[src/rtl/cpu_bus_responder.sv]
// cpu_bus_responder: turns 68k-style CPU bus cycles into single memory requests with dtack/vpa handshake and timeout.
// Ports: clock/reset (sync, active-high); cpu_as/rw/uds/lds/fc/addr/dout in, cpu_din/dtack/vpa out;
//        mem_rd/wr/addr/mask/wdata out, mem_rdata/ack in; iack_valid/iack_level and timeout status out.
module cpu_bus_responder #(
  parameter int TIMEOUT = 255
) (
  input  logic        clock,
  input  logic        reset,
  input  logic        cpu_as,
  input  logic        cpu_rw,
  input  logic        cpu_uds,
  input  logic        cpu_lds,
  input  logic [2:0]  cpu_fc,
  input  logic [22:0] cpu_addr,
  input  logic [15:0] cpu_dout,
  output logic [15:0] cpu_din,
  output logic        cpu_dtack,
  output logic        cpu_vpa,
  output logic        mem_rd,
  output logic        mem_wr,
  output logic [22:0] mem_addr,
  output logic [1:0]  mem_mask,
  output logic [15:0] mem_wdata,
  input  logic [15:0] mem_rdata,
  input  logic        mem_ack,
  output logic        iack_valid,
  output logic [2:0]  iack_level,
  output logic        timeout
);
  typedef enum logic [1:0] {IDLE, MEM, ACK, WAIT} state_t;
  localparam logic [15:0] LAST = 16'(TIMEOUT - 1);
  state_t state, state_next;
  logic rw_q, iack_q, aborted;
  logic [15:0] cnt;
  logic start_iack, start_mem, expired, done;
  assign start_iack = state == IDLE && cpu_as && cpu_fc == 3'b111;
  assign start_mem  = state == IDLE && cpu_as && cpu_fc != 3'b111 && (cpu_uds | cpu_lds);
  // mem_ack has priority over an expiring counter
  assign expired    = state == MEM && !mem_ack && cnt == LAST;
  assign done       = state == MEM && (mem_ack || cnt == LAST);
  always_ff @(posedge clock)
    if (reset) state <= IDLE;
    else state <= state_next;
  // a CPU that dropped AS during the request gets no dtack; we only wait for AS to stay low
  always_comb
    state_next = start_iack ? ACK :
                 start_mem ? MEM :
                 done ? ((aborted || !cpu_as) ? WAIT : ACK) :
                 ((state == ACK || state == WAIT) && !cpu_as) ? IDLE : state;
  always_comb begin
    mem_rd    = state == MEM && rw_q;
    mem_wr    = state == MEM && !rw_q;
    cpu_dtack = state == ACK && !iack_q;
    cpu_vpa   = state == ACK && iack_q;
  end
  always_ff @(posedge clock)
    if (reset) begin
      rw_q       <= 1'b0;
      iack_q     <= 1'b0;
      aborted    <= 1'b0;
      cnt        <= '0;
      cpu_din    <= '0;
      mem_addr   <= '0;
      mem_mask   <= '0;
      mem_wdata  <= '0;
      iack_level <= '0;
      iack_valid <= 1'b0;
      timeout    <= 1'b0;
    end else begin
      iack_valid <= start_iack;
      timeout    <= expired;
      if (start_iack) begin
        iack_q     <= 1'b1;
        iack_level <= cpu_addr[2:0];
      end
      if (start_mem) begin
        iack_q    <= 1'b0;
        rw_q      <= cpu_rw;
        aborted   <= 1'b0;
        cnt       <= '0;
        mem_addr  <= cpu_addr;
        mem_mask  <= {cpu_uds, cpu_lds};
        mem_wdata <= cpu_dout;
      end
      if (state == MEM) begin
        cnt <= cnt + 16'd1;
        if (!cpu_as) aborted <= 1'b1;
        if (done && rw_q) cpu_din <= mem_ack ? mem_rdata : 16'hFFFF;
      end
    end
endmodule

[config.mk]
export PLATFORM = sky130hd
export DESIGN_NAME = cpu_bus_responder
export DESIGN_NICKNAME = d
export VERILOG_FILES = /design/src/rtl/cpu_bus_responder.sv
export SDC_FILE = /design/constraint.sdc
export NUM_CORES = 1
export LEC_CHECK = 0
export ABC_AREA = 1
export CORE_AREA = 2 2 91 93
export CTS_CLUSTER_SIZE = 20
export DETAILED_ROUTE_END_ITERATION = 6
export DIE_AREA = 0 0 93 95
export PLACE_DENSITY_LB_ADDON = 0.3
export SETUP_SLACK_MARGIN = 0.4
export SLEW_MARGIN = 20
export SYNTH_ARGS = -nofsm -noshare
export SYNTH_HDL_FRONTEND = slang
export SYNTH_SLANG_ARGS = --single-unit
[constraint.sdc]
create_clock -name clock -period 1.9 [get_ports clock]
set_clock_uncertainty 0.1 [all_clocks]
set_input_delay 0.475 -clock clock [delete_from_list [all_inputs] [get_ports clock]]
set_output_delay 0.475 -clock clock [all_outputs]
set_load 0.01 [all_outputs]
; Yosys cells after proc, flatten, opt, wreduce, memory -nomap -nowiden
; Cells that the tools add are included.
[op_classes]
mux = 11
bitwise_logic = 1
n_addsub = 1
n_eq_ne = 6
reduce_logical = 27
[op_table]
columns = op, n
row1 = $mux 16, 3
row2 = $add 16x1->16 const B, 1
row3 = $eq 16x8->1 const B, 1
row4 = $logic_and 1x1->1, 13
row5 = $mux 2, 4
row6 = $eq 2x2->1 const B, 2
row7 = $logic_not 1->1, 4
row8 = $mux 1, 4
row9 = $reduce_bool 4->1, 1
row10 = $reduce_or 2->1, 2
row11 = $eq 3x3->1 const B, 1
row12 = $logic_or 1x1->1, 3
row13 = $ne 3x3->1 const B, 1
row14 = $reduce_bool 3->1, 1
row15 = $eq 2x1->1 const B, 1
row16 = $logic_not 2->1, 1
row17 = $reduce_and 2->1, 1
row18 = $reduce_bool 2->1, 1
row19 = $or 1x1->1, 1
[word_totals]
elab_cells = 59
output_inout_bits = 66
ff_bits = 83
input_bits = 65

; Longest topological paths before layout
[depth]
word_depth = 7
mapped_depth = 10
mapped_depth_nobuf = 10

; Worst setup path after synthesis
; Ideal clock, no wire load.
[synth_timing]
path_kind = input -> register
start = in cpu_uds
end = reg mem_addr[10]
required_time_ns = 1.730
setup_time_ns = 0.070
arrival_time_ns = 1.306
slack_ns = 0.423
path_buffers = 2
stages = 6
path_cell_list = or2_2 -> nand3_2 -> buf_6 -> buf_4 -> nand2_1 -> a21oi_1
[synth_between]
elab_chain_cells = 2
[synth_rtl]
columns = item, line
row1 = start: declaration, 11  ; input logic cpu_uds,
row2 = $or 1x1->1, 37  ; assign start_mem = state == IDLE && cpu_as && cpu_fc != 3'b111 && (cpu_uds | cpu_lds);
row3 = $logic_and 1x1->1, 37
row4 = end signal: assignment, 81  ; mem_addr <= cpu_addr;
row5 = end: declaration, 21  ; output logic [22:0] mem_addr,
; Every way passes these cells.
; A chain may end at the register's enable or synchronous reset.

; Final worst setup path
[layout_timing]
start = reg state[0]
end = out mem_rd
[layout_between]
elab_chain_cells = 2
[layout_rtl]
columns = item, line
row1 = start: declaration, 32  ; state_t state, state_next;
row2 = start signal: assignment, 43  ; else state <= state_next;
row3 = $eq 2x1->1, 51  ; mem_rd = state == MEM && rw_q;
row4 = $logic_and 1x1->1, 51
row5 = end: declaration, 19  ; output logic mem_rd,
; Every way passes these cells.

==> implementation parameters <==
Parameter                              Value

Layout
  Post-layout util ... 0.701
  # nets final ... 681
  Layout cell share with drive strength beyond 1 ... 0.370
  Non-filler instance count after layout ... 724
  Ant. Diodes ... 0
  Relative area change from synthesis to final layout ... 64.3%
  Post-route cell area ... ~5600 sq um

Detailed routing
  Post-detailed-route via-to-cell ratio ... 5.15
  Total routed wirelength ... roughly 11 mm
  Drt drc ... 0
  Drt wl/cell ... about 15 um
  Initial detailed-routing violation count ... 241
  Antenna-violating nets left ... 0
  Vias post-DR ... 3,727
  First drt pass iteration count ... 5

Critical path
  Cell with the largest stage delay on the worst path ... dfxtp_2
  Worst path arrival time ... between 1000 and 1500 ps
  Most prevalent standard cell on the critical path ... nor2_4
  Endpoint kind of the worst setup timing path ... primary output
  Critical path, cell by cell ... inv_2, nor2_4, inv_4, nor2_4, buf_6
  Category of the critical setup timing path ... reg2out
  Critical path peak fanout ... 4
  Largest stage delay on the critical path ... 370 ps
  Data required time of the critical path ... 1320 ps
  Setup slack on the worst flop-to-flop path ... 290 ps
  Critical path startpoint category ... flop

Min path
  Class of the tightest hold or removal check ... reg2reg

CTS
  Clock Sink Count ... 83
  Worst-Skew Late Latency ... 350 ps
  TritonCTS Buffers ... 9
  Clock root buffer master ... clkbuf_8
  Maximum root-to-sink buffer count ... 2
  Clock-pin transition on the worst setup and hold timing paths ... 90 ps
  Htree depth ... 3
  TritonCTS clock tree ... yes

Pwr
  Power per standard cell area ... 729 nW/um^2
  Share of total power in the clock network ... 0.311
  Logic gate share of total power ... 0.224
  Switching portion of total power ... 0.280
  Largest voltage drop on the vdd net ... 465 uV
  Internal cell power ... 2.92 mW
  Overall power after layout ... ~4.0 mW
  Pleak ... 2.27 nW
  Switching Power ... 1.13 mW
  Register share of total power ... 0.464

STA
  Worst Max-Slew Pin Slew ... 503 ps
  Smallest setup slack after layout ... about 160 ps
  Total negative slack ... 0 ps
  Maximum operating frequency ... 575 MHz
  Final hold violation count ... 0
  Slew margin rel. ... 0.665
  Final number of setup-violating endpoints ... 0
  Total count of max-transition violations in the final report ... 0
  Post-layout min period ... about 1700 ps
  Hold Slack ... 348 ps
  Unrepaired setup endpoints after global routing ... yes
  Crit share post-route ... 0.916

GRT
  GRT Resource Usage Total ... 0.231
  Number of antenna violations at the first check in global routing ... 0
  Largest net degree at the start of global routing ... 47
  GRT Residual Overflow ... 0
  Global-route wire length before repair ... 16.3 mm
  Via count of the first global-routing pass ... 3,485

Synth
  Gate count after technology mapping ... around 450
  Number of warnings reported in the yosys synthesis log ... 0
  Count of unique library cells instantiated by Yosys ... 32
  Top_reg_cell synth ... dfxtp_1
  Register bit total from synthesis ... 83
  Mean instance size in the synthesized netlist ... 7.49 sq um
  Proportion of netlist area held by the largest area contributor ... 0.492
  Ys async rst share ... 0
  Sequential share of the synthesized area ... 0.492
  Leading post-synthesis cells by cell area ... dfxtp_1 49%, nand2_1 14%, a21oi_1 11%
  Synth Cell Area ... 3380 sq um
  Number of flops mapped to enable cells by yosys ... 0
  Post-Synthesis Net Count ... around 520
  Cell type with the highest aggregate area in the netlist ... dfxtp_1

Placement
  Number of buffers added on ports ... 130
  Number of placed instances with taps included ... 681
  Final weighted congestion of routability-driven global placement ... 0.915
  Worst Setup Slack post-DPL ... -133 ps
  Final HPWL DP ... around 6.5 mm
  Placed Area ... around 4800 sq um

Outcome
  Outcome ... finished clean

Die
  Die footprint ... between 8000 and 9000 sq um
  Width of the die ... 93 um
  Initial Utilization ... 0.426
  IO Pins ... 131
  Total number of placement rows ... 33
  Core outline area ... between 7000 and 8000 sq um
  Height of the die ... between 90 and 100 um

Job
  Maximum capacitance violations ... 0
-- registers in the layout (all words and copies together) (netlist names) --
name / count
iack_level: 3
cnt: 16
mem_wdata: 16
rw_q: 1
aborted: 1
cpu_din: 16
state: 2
mem_mask: 2
timeout: 1
iack_valid: 1
mem_addr: 23
iack_q: 1
-- critical path, delay by kind of cell, from the launching register on --
kind,cells,cell delay [ps]
simple gates,2,220
buf+inv,3,230
flops,1,370
-- cell usage after synthesis, types with 2 or more instances --
cell	count
a211oi_1	2
dfxtp_1	83
nand2_1	129
o21ai_0	22
o21a_1	3
clkbuf_1	7
a21oi_1	75
nand4_1	4
nand3_1	17
inv_1	39
inv_2	4
nor3_1	5
nand2_2	2
ha_1	2
or2_2	2
o21ai_1	10
nor2_4	3
buf_6	3
buf_2	3
buf_4	6
nor2_1	19
-- metal layers --
metal / GRT usage / up-vias / part of all wire
li1: - / 1794 / -
met1: 0.262 / 1702 / 0.36
met2: 0.405 / 187 / 0.52
met3: 0.0591 / 44 / 0.078
met4: 0.113 / 0 / 0.041
met5: 0 / - / 0
-- path summary, 6_finish.rpt --
kind         depth (start not counted)         end  startpoint
max                                  5      mem_rd    state[0]
min                                  2  cpu_din[0]  cpu_din[0]
max reg2reg                          9      cnt[9]    state[0]
min reg2reg                          2  cpu_din[0]  cpu_din[0]
-- power groups by stage --
stage               clock (mW)  combinational [mW]  sequential, mW
floorplan                    0               0.271            1.94
global placement             0               0.680            1.91
detailed placement           0               0.690            1.91
CTS                       1.27               0.823            1.87
global route              1.33               0.970            1.89
finish                    1.26               0.909            1.88
-- area by class of cell --
type                    count  area (sq um)
well taps                 105           131
clock inverters             6          65.1
multi-input cells         303          1640
clock buffers              10           128
inverters                  45           196
repair buffers            172          1660
fillers                   630          2370
flip-flops and latches     83          1730
-- kinds of logic after synthesis --
logic type	synth area share
and+or+nand+nor	0.239
AOI/OAI and AO/OA	0.175
buffers and inverters	0.0874
adders and majority gates	0.00740
DFF	0.492
-- layout by cell type, fill, tap and decap left out, drive strengths merged, types with 4 or more instances in the layout --
cell / n
nand3: 19
inv: 45
dfxtp: 83
o21ai: 32
nor2: 23
dlygate4sd2: 5
clkdlybuf4s50: 58
a21oi: 75
buf: 78
nand4: 4
clkdlybuf4s15: 23
clkbuf: 16
clkinv: 4
nor3: 6
nand2: 131
-- repair_timing --
action	4_1_cts	5_1_grt
pin swaps	8	13
setup endpoints to repair	141	124
hold buffers	0	0
setup buffers	11	7
gates resized for setup	272	108
gates cloned	7	2
(Power assumes the default switching activity.)
